### src/rtl/memory_read_arbiter_rr.sv
// ---------------------------------------------------------------------------
// memory_read_arbiter_rr
//
// Round-robin arbiter that shares one single-port read memory among
// 2**PORT_ID_BITS requesters. At most one request is granted per cycle,
// through a same-cycle valid/ready handshake. The winner's address goes
// straight to the memory. The returned word is broadcast to all requesters,
// and a one-hot strobe marks the cycle in which the data belongs to the
// original winner.
//
// Ports:
//   clk        rising-edge clock
//   rst        asynchronous, active-low reset; forces every control output
//              to zero while low
//   req_valid  per-requester read request (N bits)
//   req_addr   requester i address at [i*MEMORY_ADDR_WIDTH +: MEMORY_ADDR_WIDTH]
//   req_ready  one-hot grant; a handshake is req_valid[i] & req_ready[i]
//   rsp_valid  one-hot strobe; rsp_data belongs to requester i this cycle
//   rsp_data   broadcast read data, passed straight through from mem_data
//   mem_en     memory read enable
//   mem_addr   memory read address (0 when nothing is granted)
//   mem_data   memory read data, valid MEMORY_LATENCY cycles after mem_en
//   grant_id   index of the current winner (0 when nothing is granted)
//   busy       a read is granted this cycle or is still in flight
// ---------------------------------------------------------------------------
module memory_read_arbiter_rr #(
  parameter int PORT_ID_BITS      = 2,
  parameter int MEMORY_WIDTH      = 20,
  parameter int MEMORY_ADDR_WIDTH = 11,
  parameter int MEMORY_LATENCY    = 1    // legal range 1..8
) (
  input  logic                                            clk,
  input  logic                                            rst,
  input  logic [(2**PORT_ID_BITS)-1:0]                    req_valid,
  input  logic [(2**PORT_ID_BITS)*MEMORY_ADDR_WIDTH-1:0]  req_addr,
  output logic [(2**PORT_ID_BITS)-1:0]                    req_ready,
  output logic [(2**PORT_ID_BITS)-1:0]                    rsp_valid,
  output logic [MEMORY_WIDTH-1:0]                         rsp_data,
  output logic                                            mem_en,
  output logic [MEMORY_ADDR_WIDTH-1:0]                    mem_addr,
  input  logic [MEMORY_WIDTH-1:0]                         mem_data,
  output logic [PORT_ID_BITS-1:0]                         grant_id,
  output logic                                            busy
);

  localparam int N = 2**PORT_ID_BITS;

  // Rotating priority pointer: the search for a winner starts here.
  logic [PORT_ID_BITS-1:0] ptr_q, ptr_d;

  // Response tracking pipeline. Each stage holds {valid, requester id} for
  // one read in flight. The last stage lines up with valid mem_data.
  logic [MEMORY_LATENCY-1:0]                   stg_valid_q, stg_valid_d;
  logic [MEMORY_LATENCY-1:0][PORT_ID_BITS-1:0] stg_id_q,    stg_id_d;

  logic                    found;
  logic                    grant;
  logic [PORT_ID_BITS-1:0] win_id;
  logic [PORT_ID_BITS-1:0] cand;

  // Winner search: walk ptr, ptr+1, ... and stop at the first request.
  // The candidate index is PORT_ID_BITS wide, so the modulo-N wrap is free.
  // NOTE: every variable written here is given a default before the loop.
  // Without the defaults, a path that leaves a variable unassigned would
  // infer a latch.
  always_comb begin
    found  = 1'b0;
    win_id = '0;
    cand   = ptr_q;
    for (int k = 0; k < N; k++) begin
      cand = ptr_q + PORT_ID_BITS'(k);
      if (!found && req_valid[cand]) begin
        found  = 1'b1;
        win_id = cand;
      end
    end
  end

  // A grant is suppressed while reset is held, so all request-side outputs
  // read zero asynchronously.
  assign grant = found & rst;

  always_comb begin
    req_ready = '0;
    mem_en    = 1'b0;
    mem_addr  = '0;
    grant_id  = '0;
    if (grant) begin
      req_ready[win_id] = 1'b1;
      mem_en            = 1'b1;
      mem_addr          = req_addr[int'(win_id)*MEMORY_ADDR_WIDTH +: MEMORY_ADDR_WIDTH];
      grant_id          = win_id;
    end
  end

  // After a grant, the port just served drops to lowest priority.
  always_comb begin
    ptr_d = ptr_q;
    if (grant) begin
      ptr_d = win_id + PORT_ID_BITS'(1);
    end
  end

  // Stage 0 captures this cycle's grant. Later stages shift by one per cycle.
  always_comb begin
    stg_valid_d    = stg_valid_q;
    stg_id_d       = stg_id_q;
    stg_valid_d[0] = mem_en;
    stg_id_d[0]    = grant_id;
    for (int s = 1; s < MEMORY_LATENCY; s++) begin
      stg_valid_d[s] = stg_valid_q[s-1];
      stg_id_d[s]    = stg_id_q[s-1];
    end
  end

  // NOTE: sequential state uses non-blocking assignments only. All flops
  // then update together at the edge, with no dependence on evaluation order.
  // NOTE: the tracking pipeline is reset, not just the pointer. Clearing the
  // valid bits discards reads that were in flight when reset arrived, so no
  // stale strobe appears after release.
  always_ff @(posedge clk or negedge rst) begin
    if (!rst) begin
      ptr_q       <= '0;
      stg_valid_q <= '0;
      stg_id_q    <= '0;
    end else begin
      ptr_q       <= ptr_d;
      stg_valid_q <= stg_valid_d;
      stg_id_q    <= stg_id_d;
    end
  end

  always_comb begin
    rsp_valid = '0;
    if (rst && stg_valid_q[MEMORY_LATENCY-1]) begin
      rsp_valid[stg_id_q[MEMORY_LATENCY-1]] = 1'b1;
    end
  end

  // The data is not registered. Only the strobe says who owns it.
  assign rsp_data = mem_data;

  assign busy = rst & (mem_en | (|stg_valid_q));

endmodule

### config.mk
export PLATFORM = sky130hd
export DESIGN_NAME = memory_read_arbiter_rr
export DESIGN_NICKNAME = d
export VERILOG_FILES = /design/src/rtl/memory_read_arbiter_rr.sv
export SDC_FILE = /design/constraint.sdc
export NUM_CORES = 1
export LEC_CHECK = 0
export BUFFER_PORTS_ARGS = -buffer_cell sky130_fd_sc_hd__buf_2
export CAP_MARGIN = 25
export CELL_PAD_IN_SITES_DETAIL_PLACEMENT = 1
export CELL_PAD_IN_SITES_GLOBAL_PLACEMENT = 1
export CORE_MARGIN = 2
export CORE_UTILIZATION = 20
export CTS_CLUSTER_SIZE = 16
export DETAILED_ROUTE_END_ITERATION = 10
export PLACE_DENSITY_LB_ADDON = 0.1
export SETUP_SLACK_MARGIN = 0.4
export SLEW_MARGIN = 20
export SYNTH_ARGS = -nofsm -noshare
export SYNTH_HDL_FRONTEND = slang
export SYNTH_SLANG_ARGS = --single-unit
### constraint.sdc
create_clock -name clk -period 1.93 [get_ports clk]
set_input_delay 0.193 -clock clk [delete_from_list [all_inputs] [get_ports clk]]
set_output_delay 0.193 -clock clk [all_outputs]
set_load 0.01 [all_outputs]
==> flow_summary_export.csv, run 1 <==
group,metric,value,unit
run_status,outcome,"finished, violations left",
run_status,violations,"setup timing",
grt,antenna_found_initial,0,
logic_synthesis,postSynthCellCount,104,
finish,diodes,0,
floorplanning,die_height,70.8,um
finish,ff_latch_area,128,um^2
place,dp_hpwl,2.35,mm
grt,overflow,0,
logic_synthesis,synth_area_leaders,"mux2i_1 25%, buf_4 18%, dfrtp_1 14%, o22ai_1 7.7%, ha_1 5.6%",
clock_tree,cts.clk_slew.worst_paths,30,ps
detailed_routing,routed_via_density,4.47,
floorplanning,row_count,24,
finish,layoutNonFillerInstCount,220,
detailed_routing,remaining_drc_errors,0,
timing,fmax,496,MHz
logic_synthesis,ys_seq_elements,5,
logic_synthesis,seq_area_frac_synth,14.0,%
grt,grtUsageTotal,11.7,%
finish,area.growth.synth_to_final,67.7,%
logic_synthesis,synth_top_area_cell,"mux2i_1",
logic_synthesis,synthAdderAreaFrac,5.61,%
logic_synthesis,async_reset_ff_share,100,%
grt,grt_pass1_wl,4.84,mm
timing,fin_setup_tns,-824,ps
logic_synthesis,synth_top_family_by_area,"multiplexers",
timing,fin_ws,-84.4,ps
logic_synthesis,synth_top_cell_area_share,24.7,%
detailed_routing,routed_wirelength,3.05,mm
setup_path,start_kind,"flop",
place,io_buffers,72,
floorplanning,coreArea,4320,um^2
grt,first_global_vias,1086,
logic_synthesis,yosys_most_used_dff,"dfrtp_1",
detailed_routing,drtPass1Iterations,4,
finish,drive_above_1_share,72.0,%
logic_synthesis,synth_compound_area_share,17.8,%
logic_synthesis,syn_area_per_cell,8.58,um^2
logic_synthesis,yosysWarnings,0,
timing,period_needed,2010,ps
clock_tree,clockBufferDepth,2,
finish,final_core_utilization,34.6,%
flow_run,maxCapViolations,0,
clock_tree,htree_num_levels,1,
place,place_ws,108,ps
setup_path,critPathCaptureType,"output pin",
clock_tree,cts_tree,"done",
power,total_power,1.34,mW
detailed_routing,routedWlPerCell,13.9,um
power,power.density,897,nW/um^2
power,leakage,0.811,nW
finish,final_cell_area,1500,um^2
timing,skew,0.290,ps
logic_synthesis,synthMostInstantiatedCell,"mux2i_1",
setup_path,cp_max_fo,7,
timing,rsz0062_at_grt,"yes",
finish,fillCellCount,530,
min_path,hold_class,"in -> out",
setup_path,path_class,"reg -> out",
clock_tree,cts-root-buf,"clkbuf_8",
detailed_routing,dr_total_vias,984,
detailed_routing,drt_iter0_drc,14,
detailed_routing,ant_nets,0,
timing,relSlewSlack,75.2,%
timing,fin_crit_sh,104,%
finish,nNetsFinal,243,
timing,finalSetupViolCount,13,
timing,finalMaxSlewViolations,0,
logic_synthesis,synthXorXnorAreaFrac,0,%
logic_synthesis,syn_area,892,um^2
logic_synthesis,synthSimpleGateAreaFrac,13.7,%
place,placed_cell_area,1270,um^2
logic_synthesis,synth_cell_types,24,
clock_tree,clk_latency,220,ps
place,gp_congestion,0.703,
setup_path,worst_ep_arrival_time,1820,ps
floorplanning,io_pins,113,
timing,finalHoldWorstSlack,386,ps
place,place_inst,208,
grt,grt_max_degree,15,
floorplanning,dieArea,5010,um^2
power,irDropWorstVdd,0.220,mV
logic_synthesis,yosys-top-cells-count,"22 x mux2i_1, 21 x buf_4, 11 x o22ai_1",
finish,multi_input_area,681,um^2
timing,hold_viol,0,
clock_tree,cts_sinks,5,
logic_synthesis,synth.area.mux_share,24.7,%
logic_synthesis,synth_nets,178,
setup_path,critPathRequiredTime,1740,ps
clock_tree,cts_buffers,3,
timing,worst_pin_slew,370,ps
logic_synthesis,synth_edf_count,0,
floorplanning,initial_core_util,20.6,%
floorplanning,die_x,70.8,um
path summary, 6_finish.rpt:
kind                                       from                    end  slack [ps]  cells after the start
hold / removal                     mem_data[16]           rsp_data[16]         390                      0
hold reg to reg            ptr_q[0]$_DFFE_PN0P_   ptr_q[0]$_DFFE_PN0P_         570                      1
setup reg to reg           ptr_q[1]$_DFFE_PN0P_   ptr_q[1]$_DFFE_PN0P_         280                      8
min in group asynchronous                   rst  stg_id_q[0]$_DFF_PN0_         540                      3
max in group asynchronous                   rst   ptr_q[1]$_DFFE_PN0P_        1160                      3
setup / recovery           ptr_q[1]$_DFFE_PN0P_            mem_addr[7]         -80                      7
worst max-delay path, cell delays in order, from the launching register on:
cell and delay [ps]:
dfrtp_2 390, inv_2 60, a221oi_4 300, o211ai_4 190, buf_12 190, mux2i_2 210
o22ai_2 90, buf_2 140
flip-flops by register name, summed over array words and instances (netlist names):
signal and count:
ptr_q 2, stg_id_q 2, stg_valid_q 1
logic make-up after synthesis:
| kind of cell | Yosys count |
|---|---|
| compound gates | 19 |
| buf+inv | 30 |
| mux | 22 |
| flops | 5 |
| simple gates | 24 |
| fa+ha+maj | 4 |
metal layers:
metal	vias up	GRT usage (%)	wire length (um)
met5	-	0	0
met4	0	5.24	55
met3	12	4.42	356
met2	59	19.4	1490
met1	431	13.4	1140
li1	482	-	-
cell type report:
cell class	instances	area share, %
timing repair buffer	85	37.2
sequential	5	8.53
clock buffer	4	3.01
inverter	5	1.42
multi-input combinational	69	45.5
tap	52	4.35
cells in the final DEF, fill, tap and decap left out, drive strengths merged:
cell	count
a221oi	1
clkbuf	5
o211ai	1
a21o	1
dfrtp	5
ha	4
nand2	7
inv	5
nor2b	1
buf	83
nand2b	1
and3	4
o22ai	11
mux2i	22
nor3	2
and2	2
o21ai	2
o211a	1
nand3	2
o21a	2
nor2	5
dlygate4sd3	1
what timing repair did:
action	4_1_cts	5_1_grt
pin swaps	1	2
endpoints found under the setup margin	18	20
hold buffers	1	0
buffers inserted	4	1
gates cloned	1	1
hold endpoints to repair	5	0
gates resized for setup	11	14
power by group:
group          total, mW  internal [mW]  switching [mW]  leakage (nW)
Sequential         0.167          0.134          0.0331        0.0593
Combinational      0.981          0.540           0.441         0.729
Clock              0.194          0.142          0.0518        0.0228
(Power assumes the default switching activity.)
==> run 2: changes to the inputs <==
==> constraint.sdc (replaced) <==
create_clock -name clk -period 2.2 [get_ports clk]
set_input_delay 0.22 -clock clk [delete_from_list [all_inputs] [get_ports clk]]
set_output_delay 0.22 -clock clk [all_outputs]
set_load 0.01 [all_outputs]
==> run 2 against run 1 <==
The flow now finishes without violations. Die area stayed put. Non-clock buffer count fell by 3. Power shrank 25%. Final area shrank 13%. Core utilization shrank 4.5 points. Register-to-register slack improved by 290 ps. Critical path depth unchanged. Worst setup slack gained 230 ps. Highest routed layer unchanged.
==> flow_summary_export.csv, run 2 (synthesis results as in run 1) <==
group,metric,value,unit
run_status,outcome,"complete, no violations",
floorplanning,die_height,70.8,um
setup_path,start_kind,"flop",
detailed_routing,remaining_drc_errors,0,
timing,period_needed,2060,ps
timing,fmax,486,MHz
timing,fin_setup_tns,0,ps
finish,nNetsFinal,241,
setup_path,path_class,"reg -> out",
clock_tree,cts-root-buf,"clkbuf_8",
floorplanning,dieArea,5010,um^2
detailed_routing,drt_iter0_drc,25,
setup_path,slowest_stage,"dfrtp_1",
grt,overflow,0,
timing,worst_pin_slew,338,ps
setup_path,crit_family,"compound AO/OA/AOI/OAI gates",
clock_tree,clk_latency,230,ps
power,total_power,1.00,mW
finish,layout_commonest_cell,"buf_2",
detailed_routing,routed_via_density,4.53,
floorplanning,coreArea,4320,um^2
timing,relSlewSlack,77.4,%
clock_tree,cts.clk_slew.worst_paths,40,ps
clock_tree,cts_sinks,5,
place,io_buffers,72,
setup_path,critPathCaptureType,"output pin",
floorplanning,io_pins,113,
power,leakage,0.775,nW
setup_path,crit_chain,"inv_2, a221oi_4, o211ai_4, buf_12, mux2i_1, o22ai_1, buf_2",
timing,rsz0062_at_grt,"yes",
detailed_routing,dr_total_vias,987,
finish,top_regs,"ptr_q: 2 flops, stg_id_q: 2 flops, stg_valid_q: 1 flops",
setup_path,reg2reg_depth,7,
grt,antenna_found_initial,0,
grt,grt_pass1_wl,4.77,mm
finish,area.growth.synth_to_final,45.7,%
detailed_routing,drtPass1Iterations,4,
detailed_routing,ant_nets,0,
floorplanning,initial_core_util,20.6,%
floorplanning,die_x,70.8,um
timing,hold_viol,0,
setup_path,path_depth,7,
grt,first_global_vias,999,
clock_tree,cts_tree,"done",
timing,finalSetupViolCount,0,
place,dp_hpwl,2.41,mm
finish,diodes,0,
setup_path,cp_max_fo,14,
clock_tree,cts_buffers,3,
timing,skew,3.24,ps
floorplanning,row_count,24,
setup_path,critPathRequiredTime,1980,ps
power,power.density,770,nW/um^2
flow_run,maxCapViolations,0,
power,irDropWorstVdd,0.188,mV
detailed_routing,routedWlPerCell,14.0,um
timing,fin_crit_sh,93.5,%
setup_path,rr_startpoint,"ptr_q[1]$_DFFE_PN0P_",
clock_tree,htree_num_levels,1,
finish,drive_above_1_share,59.6,%
setup_path,path_buf_inv,3,
timing,finalMaxSlewViolations,0,
min_path,holdPathEnd,"rsp_data[4]",
finish,final_cell_mix,"72 x buf_2, 22 x mux2i_1, 11 x o22ai_1",
grt,grt_max_degree,15,
setup_path,rr_endpoint,"ptr_q[1]$_DFFE_PN0P_",
grt,grtUsageTotal,11.8,%
setup_path,worst_ep_arrival_time,1840,ps
clock_tree,clockBufferDepth,2,
setup_path,r2r_setup_slack,570,ps
setup_path,cpPeakStageDelay,420,ps
place,gp_congestion,0.746,
detailed_routing,routed_wirelength,3.05,mm
min_path,min_from,"mem_data[4]",
min_path,hold_class,"in -> out",
min_path,hold_depth,0,
==> run 2: changes by cell type in the layout (fill, tap and decap cells not counted), moves of 4 or more <==
cell,change
buf_6,-5
o22ai_1,+11
o22ai_2,-11
mux2i_2,-4
mux2i_1,+4
==> run 2: layout make-up <==
type	count	area, um^2
inverters	5	18.8
multi-input cells	70	594
well taps	52	65.1
fillers	551	3020
clock buffers	4	45.0
flip-flops and latches	5	126
repair buffers	82	450
==> run 2: routing by layer <==
metal	vias to the layer above	global-route usage, %	share of wire (%)
li1	475	-	-
met1	437	13.0	38
met5	-	0	0
met3	4	7.83	17
met2	71	18.6	44
met4	0	3.14	0.98
==> run 2: per-stage QoR <==
stage               setup slack (ps)  std cells  hold WS [ps]  instance area (um^2)  utilization (%)
CTS                              128        216           440                  1260             29.2
global route                   -10.6        218           440                  1300             30.1
floorplan                        504        104         -75.6                   892                -
detailed placement               227        205          90.9                  1150             26.6
finish                           143        218           440                  1300             30.1
global placement                 262        205          91.6                  1150             26.6
==> run 2: timing repair <==
item / in CTS / in global routing
cloned: 1 / 0
setup buffers: 5 / 2
endpoints found under the hold margin: 5 / 0
setup endpoints to repair: 17 / 18
gates resized for setup: 7 / 6
hold buffers: 1 / 0
pin swaps: 4 / 3
==> run 2: worst max path at each step <==
stage | start | end
floorplan | ptr_q[1]$_DFFE_PN0P_ | req_ready[2]
global placement | ptr_q[0]$_DFFE_PN0P_ | mem_addr[4]
detailed placement | ptr_q[0]$_DFFE_PN0P_ | mem_addr[4]
CTS | ptr_q[1]$_DFFE_PN0P_ | mem_addr[0]
global route | ptr_q[1]$_DFFE_PN0P_ | mem_addr[5]
finish | ptr_q[1]$_DFFE_PN0P_ | mem_addr[0]
==> run 2: power by group <==
part	internal, mW	switching [mW]
Combinational	0.346	0.335
Sequential	0.115	0.0291
Clock	0.125	0.0506
==> run 2: worst register-to-register path: stages, from the launching register on <==
cell and delay [ps]:
dfrtp_1 420, nor2b_2 210, nand3_1 130, o211ai_4 180, inv_1 140, ha_1 310, nand2_1 60, o21ai_0 70
==> run 3: changes to the inputs <==
--- a/config.mk
+++ b/config.mk
@@ -13,6 +13,7 @@
 export CORE_UTILIZATION = 20
 export CTS_CLUSTER_SIZE = 16
 export DETAILED_ROUTE_END_ITERATION = 10
+export GPL_ROUTABILITY_DRIVEN = 0
 export PLACE_DENSITY_LB_ADDON = 0.1
 export SETUP_SLACK_MARGIN = 0.4
 export SLEW_MARGIN = 20
==> constraint.sdc (replaced) <==
create_clock -name clk -period 2 [get_ports clk]
set_input_delay 0.2 -clock clk [delete_from_list [all_inputs] [get_ports clk]]
set_output_delay 0.2 -clock clk [all_outputs]
set_load 0.01 [all_outputs]
==> run 3 against run 2 <==
The flow now finishes with violations (setup timing). Die area stayed put. Register-to-register slack worse by 150 ps. Cell count stayed put. Core utilization is 4.3 points higher. Non-clock buffer count is 1 higher. Worst setup slack worse by 170 ps. Flip-flop and latch count stayed put. Sequential share of layout area is 1.1 points lower. Largest cell class unchanged. Highest routed layer unchanged.
==> flow_summary_export.csv, run 3 (synthesis results as in run 1) <==
group,metric,value,unit
finish,top_regs,"ptr_q: 2 flops, stg_id_q: 2 flops, stg_valid_q: 1 flops",
flow_run,maxCapViolations,0,
power,p_sw,0.529,mW
setup_path,start_kind,"flop",
min_path,min_from,"mem_data[13]",
timing,fin_ws,-29.9,ps
timing,rsz0062_at_grt,"yes",
power,irDropWorstVdd,0.220,mV
floorplanning,row_count,24,
timing,finalMaxSlewViolations,0,
power,internal_power,0.784,mW
finish,final_cell_area,1490,um^2
grt,grt_max_degree,14,
clock_tree,cts_sinks,5,
setup_path,r2r_setup_slack,420,ps
timing,period_needed,2030,ps
timing,hold_viol,0,
setup_path,cp_max_fo,7,
place,place_inst,207,
setup_path,critPathRequiredTime,1800,ps
clock_tree,htree_num_levels,1,
grt,grt_pass1_wl,4.72,mm
setup_path,rr_startpoint,"ptr_q[1]$_DFFE_PN0P_",
detailed_routing,drt_iter0_drc,50,
setup_path,crit_start,"ptr_q[0]$_DFFE_PN0P_",
floorplanning,die_height,70.8,um
timing,finalHoldWorstSlack,400,ps
detailed_routing,routedWlPerCell,14.5,um
finish,area.growth.synth_to_final,66.8,%
power,p_clk_share,14.7,%
min_path,hold_class,"in -> out",
clock_tree,cts_tree,"done",
detailed_routing,routed_via_density,4.52,
floorplanning,io_pins,113,
timing,skew,3.62,ps
clock_tree,cts.clk_slew.worst_paths,40,ps
min_path,hold_depth,0,
timing,finalSetupViolCount,11,
clock_tree,clockBufferDepth,2,
clock_tree,cts_buffers,3,
setup_path,rr_endpoint,"ptr_q[1]$_DFFE_PN0P_",
power,total_power,1.31,mW
run_status,violations,"setup timing",
setup_path,path_class,"reg -> out",
setup_path,critPathCaptureType,"output pin",
timing,fin_setup_tns,-131,ps
finish,layoutNonFillerInstCount,218,
power,p_seq_share,12.3,%
place,placed_cell_area,1220,um^2
timing,worst_pin_slew,505,ps
run_status,outcome,"finished, violations left",
timing,relSlewSlack,66.3,%
power,power.density,882,nW/um^2
floorplanning,die_x,70.8,um
floorplanning,coreArea,4320,um^2
place,io_buffers,72,
detailed_routing,drtPass1Iterations,4,
detailed_routing,remaining_drc_errors,0,
finish,drive_above_1_share,72.3,%
finish,fillCellCount,530,
finish,nNetsFinal,241,
min_path,holdPathEnd,"rsp_data[13]",
power,leakage,0.781,nW
finish,diodes,0,
finish,layout_commonest_cell,"buf_2",
grt,first_global_vias,1026,
grt,overflow,0,
detailed_routing,dr_total_vias,986,
setup_path,reg2reg_depth,7,
power,sw_frac_of_total,40.3,%
detailed_routing,routed_wirelength,3.17,mm
timing,fin_crit_sh,101,%
detailed_routing,ant_nets,0,
setup_path,worst_ep_arrival_time,1830,ps
grt,grtUsageTotal,11.6,%
finish,final_core_utilization,34.4,%
finish,final_cell_mix,"69 x buf_2, 17 x mux2i_1, 8 x o22ai_2",
clock_tree,clk_latency,230,ps
floorplanning,dieArea,5010,um^2
clock_tree,cts-root-buf,"clkbuf_8",
floorplanning,initial_core_util,20.6,%
grt,antenna_found_initial,0,
place,place_ws,91.6,ps
place,dp_hpwl,2.46,mm
timing,fmax,493,MHz
power,combPwrFrac,73.0,%
run 3: layer usage:
| layer | GRT usage, % | part of all wire, % | vias up |
|---|---|---|---|
| met1 | 13.4 | 38 | 429 |
| met2 | 18.2 | 47 | 71 |
| met3 | 4.70 | 12 | 12 |
| met4 | 6.29 | 2.3 | 0 |
| li1 | - | - | 474 |
| met5 | 0 | 0 | - |
run 3: worst max path at each step:
stage                   end  slack, ps  depth (start not counted)
5_1_grt         mem_addr[1]       -140                          7
3_5_place_dp    mem_addr[9]         90                          7
2_1_floorplan  req_ready[2]        370                          7
6_report        mem_addr[1]        -30                          7
4_1_cts         mem_addr[6]        -60                          7
3_3_place_gp    mem_addr[2]        140                          7
run 3: layout make-up:
| cell class | instances | area (um^2) | share of cell area (%) |
|---|---|---|---|
| multi-input combinational | 69 | 708 | 47.6 |
| timing repair buffer | 83 | 518 | 34.8 |
| sequential | 5 | 128 | 8.58 |
| tap | 52 | 65.1 | 4.37 |
| clock buffer | 4 | 45.0 | 3.03 |
| inverter | 5 | 23.8 | 1.60 |
run 3: timing repair:
action / in CTS / in global routing
hold buffers: 1 / 0
gates cloned: 0 / 1
resized for setup: 17 / 16
pin swaps: 7 / 4
hold endpoints to repair: 5 / 0
endpoints found under the setup margin: 18 / 18
setup buffers: 4 / 1
run 3: worst max-delay path, stage by stage, from the launching register on:
cell,delay (ps)
dfrtp_2,430
nor2_2,190
a221oi_4,90
o211ai_4,200
clkbuf_16,240
mux2i_2,210
o22ai_2,90
buf_2,140
run 3: power groups by stage:
stage	sequential (mW)	clock (mW)	combinational (mW)
floorplan	0.150	0	0.553
global placement	0.154	0	0.708
detailed placement	0.158	0	0.721
CTS	0.157	0.200	0.860
global route	0.165	0.209	1.04
finish	0.161	0.193	0.958
